**src/rtl/loader_pkg.sv**
```systemverilog
// Shared types and defaults for the serial program loader.
// Holds loader/receiver state encodings and the bit-period default.
package loader_pkg;

  localparam int CLKS_PER_BIT_DEF = 16;

  typedef enum logic [2:0] {
    IDLE,
    LEN,
    DATA,
    DONE,
    ERR
  } ld_state_t;

  typedef enum logic [1:0] {
    RX_IDLE,
    RX_START,
    RX_DATA,
    RX_STOP
  } rx_state_t;

endpackage

```
**src/rtl/uart_rx_byte.sv**
```systemverilog
// 8N1 serial byte receiver with 2-flop input synchronizer.
// Mid-bit sampling; emits byte_valid or frame_err for one cycle.
module uart_rx_byte
  import loader_pkg::*;
#(
  parameter int CLKS_PER_BIT = CLKS_PER_BIT_DEF
) (
  input  logic       clk,
  input  logic       reset,
  input  logic       rx,
  output logic       byte_valid,
  output logic [7:0] byte_data,
  output logic       frame_err
);

  localparam int CW = $clog2(CLKS_PER_BIT);
  localparam logic [CW-1:0] HALF_M1 = CW'(CLKS_PER_BIT / 2 - 1);
  localparam logic [CW-1:0] FULL_M1 = CW'(CLKS_PER_BIT - 1);

  rx_state_t     state, state_n;
  logic          sync1, sync2, prev;
  logic [CW-1:0] cnt, cnt_n;
  logic [2:0]    idx, idx_n;
  logic [7:0]    shreg, shreg_n;
  logic          bv_n, fe_n;

  assign byte_data = shreg;

  always_ff @(posedge clk or negedge reset) begin
    if (!reset) begin
      sync1      <= 1'b1;
      sync2      <= 1'b1;
      prev       <= 1'b1;
      state      <= RX_IDLE;
      cnt        <= '0;
      idx        <= '0;
      shreg      <= '0;
      byte_valid <= 1'b0;
      frame_err  <= 1'b0;
    end else begin
      sync1      <= rx;
      sync2      <= sync1;
      prev       <= sync2;
      state      <= state_n;
      cnt        <= cnt_n;
      idx        <= idx_n;
      shreg      <= shreg_n;
      byte_valid <= bv_n;
      frame_err  <= fe_n;
    end
  end

  always_comb begin
    state_n = state;
    cnt_n   = cnt + 1'b1;
    idx_n   = idx;
    shreg_n = shreg;
    bv_n    = 1'b0;
    fe_n    = 1'b0;
    unique case (state)
      RX_IDLE: begin
        cnt_n = '0;
        if (prev && !sync2) state_n = RX_START;
      end
      RX_START: begin
        if (cnt == HALF_M1) begin
          cnt_n = '0;
          idx_n = '0;
          // line back high at mid-start: treat as a glitch
          state_n = sync2 ? RX_IDLE : RX_DATA;
        end
      end
      RX_DATA: begin
        if (cnt == FULL_M1) begin
          cnt_n   = '0;
          shreg_n = {sync2, shreg[7:1]};
          idx_n   = idx + 1'b1;
          if (idx == 3'd7) state_n = RX_STOP;
        end
      end
      RX_STOP: begin
        if (cnt == FULL_M1) begin
          cnt_n   = '0;
          state_n = RX_IDLE;
          bv_n    = sync2;
          fe_n    = !sync2;
        end
      end
      default: state_n = RX_IDLE;
    endcase
  end

endmodule

```
**src/rtl/program_loader.sv**
```systemverilog
// Serial program loader: length byte then payload into program memory.
// Holds the CPU in reset while a load is in progress.
module program_loader
  import loader_pkg::*;
#(
  parameter int CLKS_PER_BIT = CLKS_PER_BIT_DEF
) (
  input  logic       clk,
  input  logic       reset,
  input  logic       rx,
  input  logic       load_req,
  output logic       pm_wr_en,
  output logic [7:0] pm_wr_addr,
  output logic [7:0] pm_wr_data,
  output logic       cpu_hold,
  output logic       done,
  output logic       error
);

  ld_state_t  state, state_n;
  logic [8:0] count, count_n;
  logic [7:0] addr, addr_n;
  logic       we_n;
  logic [7:0] wa_n, wd_n;
  logic       byte_valid, frame_err;
  logic [7:0] byte_data;

  uart_rx_byte #(
    .CLKS_PER_BIT(CLKS_PER_BIT)
  ) u_rx (
    .clk       (clk),
    .reset     (reset),
    .rx        (rx),
    .byte_valid(byte_valid),
    .byte_data (byte_data),
    .frame_err (frame_err)
  );

  always_ff @(posedge clk or negedge reset) begin
    if (!reset) begin
      state      <= IDLE;
      count      <= '0;
      addr       <= '0;
      pm_wr_en   <= 1'b0;
      pm_wr_addr <= '0;
      pm_wr_data <= '0;
    end else begin
      state      <= state_n;
      count      <= count_n;
      addr       <= addr_n;
      pm_wr_en   <= we_n;
      pm_wr_addr <= wa_n;
      pm_wr_data <= wd_n;
    end
  end

  always_comb begin
    state_n = state;
    count_n = count;
    addr_n  = addr;
    we_n    = 1'b0;
    wa_n    = pm_wr_addr;
    wd_n    = pm_wr_data;
    unique case (state)
      LEN: begin
        if (frame_err) begin
          state_n = ERR;
        end else if (byte_valid) begin
          count_n = (byte_data == 8'd0) ? 9'd256 : {1'b0, byte_data};
          addr_n  = '0;
          state_n = DATA;
        end
      end
      DATA: begin
        // count hits 0 on the last write; leave one cycle later
        if (frame_err) begin
          state_n = ERR;
        end else if (count == 9'd0) begin
          state_n = DONE;
        end else if (byte_valid) begin
          we_n    = 1'b1;
          wa_n    = addr;
          wd_n    = byte_data;
          addr_n  = addr + 1'b1;
          count_n = count - 1'b1;
        end
      end
      default: begin
        if (load_req) state_n = LEN;
      end
    endcase
  end

  always_comb begin
    cpu_hold = 1'b0;
    done     = 1'b0;
    error    = 1'b0;
    unique case (state)
      LEN, DATA: cpu_hold = 1'b1;
      DONE:      done = 1'b1;
      ERR: begin
        error    = 1'b1;
        cpu_hold = 1'b1;
      end
      default: ;
    endcase
  end

endmodule

```
**config.mk**
```make
export PLATFORM = sky130hd
export DESIGN_NAME = program_loader
export DESIGN_NICKNAME = d
export VERILOG_FILES = /design/src/rtl/loader_pkg.sv /design/src/rtl/uart_rx_byte.sv /design/src/rtl/program_loader.sv
export SDC_FILE = /design/constraint.sdc
export NUM_CORES = 1
export LEC_CHECK = 0
export ABC_AREA = 1
export BUFFER_PORTS_ARGS = -buffer_cell sky130_fd_sc_hd__buf_2
export CAP_MARGIN = 20
export CORE_AREA = 3 3 97 71
export DETAILED_ROUTE_END_ITERATION = 8
export DIE_AREA = 0 0 100 74
export PLACE_DENSITY = 0.75
export RECOVER_POWER = 25
export SLEW_MARGIN = 5
export SYNTH_ARGS = -nofsm -noshare
export SYNTH_HDL_FRONTEND = slang
export SYNTH_HIERARCHICAL = 1
export SYNTH_SLANG_ARGS = --single-unit
```
**constraint.sdc**
```tcl
create_clock -name clk -period 3.3 [get_ports clk]
set_clock_uncertainty 0.1 [all_clocks]
set_input_delay 0.165 -clock clk [delete_from_list [all_inputs] [get_ports clk]]
set_output_delay 0.165 -clock clk [all_outputs]
set_load 0.005 [all_outputs]
```
==> flow_summary.yaml <==
clocking:
  root_buffer: "clkbuf_8"
  hold_buffers: 2
  clkLatencyLatePin_ns: 0.34
  cts_resized: 0
  tritoncts: "built"
  cts_setup_buffers: 0
  cts_sinks: 59
  cts_made_buffers: 9
  clk_path_buf_depth: 2
  clkTransAtPathRegs_ns: 0.07
  h-tree-depth: 3
global_route:
  grt_pass1_vias: 2273
  grt_max_degree: 36
  grt_pass1_wl_microns: 10500
  antenna_found_initial: 0
  grt_usage_pct: 18.5
  grt_overflow_total: 0
floorplan:
  initial_core_util_pct: 49.3
  dieHeight_microns: 74
  die_area_sq_mm: 0.00740
  dieWidth_microns: 100
  row_count: 24
  ioPinCount: 24
  fp.coreArea_sq_mm: 0.00610
layout:
  fin_nets: 410
  final_design_area_no_fill_sq_mm: 0.00335
  num_antenna_cells: 0
  area_growth_pct: 11.5
  layout-drive-gt1-share_pct: 16.3
sta:
  grt_setup_unrepaired: "no"
  hold_viol: 0
  maxSlewHeadroom_pct: -28.1
  finalSetupViolCount: 0
  period_needed_ns: 2.16
  fmax_mhz: 462
  slew_violations: 36
  final.setup.tns_ns: 0
  timing.final.crit_share_pct: 65.6
  tightest_slew_ns: 1.92
setup_path:
  criticalPathCategory: "reg -> reg"
  required_ns: 3.48
  start_kind: "flip-flop"
  end_kind: "flip-flop"
  rr_endpoint: "addr[1]"
  reg2reg_depth: 7
  max_stage_delay_ns: 0.47
  crit_arrival_ns: 2.35
  r2r_slack_ns: 1.14
  crit_chain: "inv_2, nand3_2, nor2_4, nand3_2, inv_2, nand2_1, nand2_1"
  reg2reg_from: "state[0]"
  cp_slowest_cell: "nand3_2"
  critPathMaxFanout: 29
drt:
  routed_wl_microns: 6260
  post_drt_wl_per_cell_microns: 12.9
  postRouteAntennaNets: 0
  post-route-drc-count: 0
  dr.pass1.iters: 4
  vias: 2391
  viasPerCell: 4.94
  drt_iter0_markers: 206
synthesis:
  syn_nets: 381
  synth_seq_cells: 59
  synth_warnings: 6
  synthDistinctLibCells: 28
  ys_seq_area_share_pct: 49.3
  syn_area_per_cell_sq_um: 8.07
  synth.cell_area_sq_mm: 0.00300
  syn-instance-count: 372
power:
  p_per_area_mw_per_mm2: 565
  p_sw_uw: 631
  pwr-share-comb_pct: 21.1
  p_total_mw: 1.89
  pwr-share-seq_pct: 43.6
  clkPwrFrac_pct: 35.3
  vdd_ir_drop_max_mv: 0.320
  p_leak_nw: 1.77
  switching_share_pct: 33.4
  intPower_mw: 1.26
placement:
  hpwl_microns: 4440
  io_buffers: 23
  gp_congestion: 0.877
  dpl_cell_area_sq_mm: 0.00314
hold_path:
  hold_end: "state[0]"
  hold_class: "in -> reg"
  min_path_cells: 5
  hp-start: "load_req"
outcome:
  violations: "max-capacitance violations, max-slew violations"
  status: "complete, but fails checks"
job:
  drv_cap: 1
==> critical path, delay by kind of cell, from the launching register on <==
family / cells / cell delay [ns]
AND/OR/NAND/NOR: 5 / 1.20
flip-flops: 1 / 0.43
buffers and inverters: 2 / 0.38
==> sequential cells by signal, summed over array words and instances, names as in the netlist, 3 cells and up, named ones only <==
name / cells
count: 9
u_rx/cnt: 4
addr: 8
u_rx/idx: 3
state: 3
pm_wr_addr: 8
pm_wr_data: 8
u_rx/byte_data: 8
==> cells in the final DEF (no fill, tap or decap), drive strengths merged <==
| cell type | n |
|---|---|
| nand2 | 141 |
| dfrtp | 56 |
| inv | 51 |
| o21ai | 34 |
| nor2 | 29 |
| nand3 | 20 |
| clkbuf | 18 |
| buf | 16 |
| nand4 | 9 |
| nor3 | 6 |
| ha | 5 |
| xor2 | 3 |
| a21oi | 3 |
| dfstp | 3 |
| clkinvlp | 2 |
| dlygate4sd3 | 2 |
| clkinv | 2 |
| or2 | 1 |
| nand3b | 1 |
| bufinv | 1 |
| nor3b | 1 |
| mux2i | 1 |
| and2 | 1 |
==> worst max-delay path by stage <==
stage | start | end | cells past startpoint
global placement | state[0] | addr[1] | 7
finish | state[0] | addr[1] | 7
global route | reset | addr[3] | 2
detailed placement | state[0] | addr[1] | 7
floorplan | count[0] | count[2] | 10
CTS | state[0] | pm_wr_data[0] | 5
==> synthesized netlist by cell type, drive strengths merged <==
master,count,area [sq um]
nand2,141,537
dfrtp,56,1400
inv,49,184
o21ai,34,223
nor2,29,136
nand3,20,120
buf,9,86.3
nand4,9,56.3
nor3,6,35.0
ha,5,62.6
a21oi,3,15.0
dfstp,3,78.8
xor2,3,26.3
and2,1,6.26
mux2i,1,10.0
nand3b,1,11.3
nor3b,1,7.51
or2,1,6.26
==> power by group through the flow <==
stage          logic (mW)  registers [mW]  clock network (mW)
6_report            0.400           0.825               0.667
5_1_grt             0.456           0.832               0.713
4_1_cts             0.400           0.826               0.678
3_5_place_dp        0.397           0.839                   0
3_3_place_gp        0.384           0.835                   0
2_1_floorplan       0.321           0.828                   0
==> final cells by class <==
| cell class | instances | area (sq um) |
|---|---|---|
| Clock buffer | 9 | 124 |
| Clock inverter | 7 | 76.3 |
| Fill cell | 556 | 2750 |
| Inverter | 49 | 184 |
| Multi-Input combinational cell | 255 | 1250 |
| Sequential cell | 59 | 1480 |
| Tap cell | 78 | 97.6 |
| Timing Repair Buffer | 27 | 139 |
==> logic make-up after synthesis <==
| group | after synthesis | synth area share (%) |
|---|---|---|
| flip-flops | 59 | 49.3 |
| adder cells (fa/ha/maj) | 5 | 2.08 |
| buffers and inverters | 58 | 9.00 |
| AO/OA/AOI/OAI | 37 | 7.92 |
| multiplexers | 1 | 0.333 |
| AND/OR/NAND/NOR | 209 | 30.5 |
| XOR/XNOR | 3 | 0.875 |
==> layer usage <==
| metal | vias up | GRT usage, % | routed length [microns] |
|---|---|---|---|
| met5 | - | 0 | 0 |
| met4 | 0 | 7.47 | 77 |
| met3 | 6 | 5.25 | 289 |
| met2 | 58 | 27.1 | 2720 |
| met1 | 1105 | 26.1 | 3180 |
| li1 | 1222 | - | - |
==> through the flow <==
stage	util, %	cells	hold slack (ns)	setup slack [ns]
6_report	54.9	484	0.142	1.14
5_1_grt	54.9	484	0.167	0.798
4_1_cts	55.2	484	0.136	1.14
3_5_place_dp	51.6	466	0.172	1.14
3_3_place_gp	51.6	466	0.172	1.23
2_1_floorplan	-	372	-0.231	1.71
Note: power is estimated with default switching activity, not from simulation.
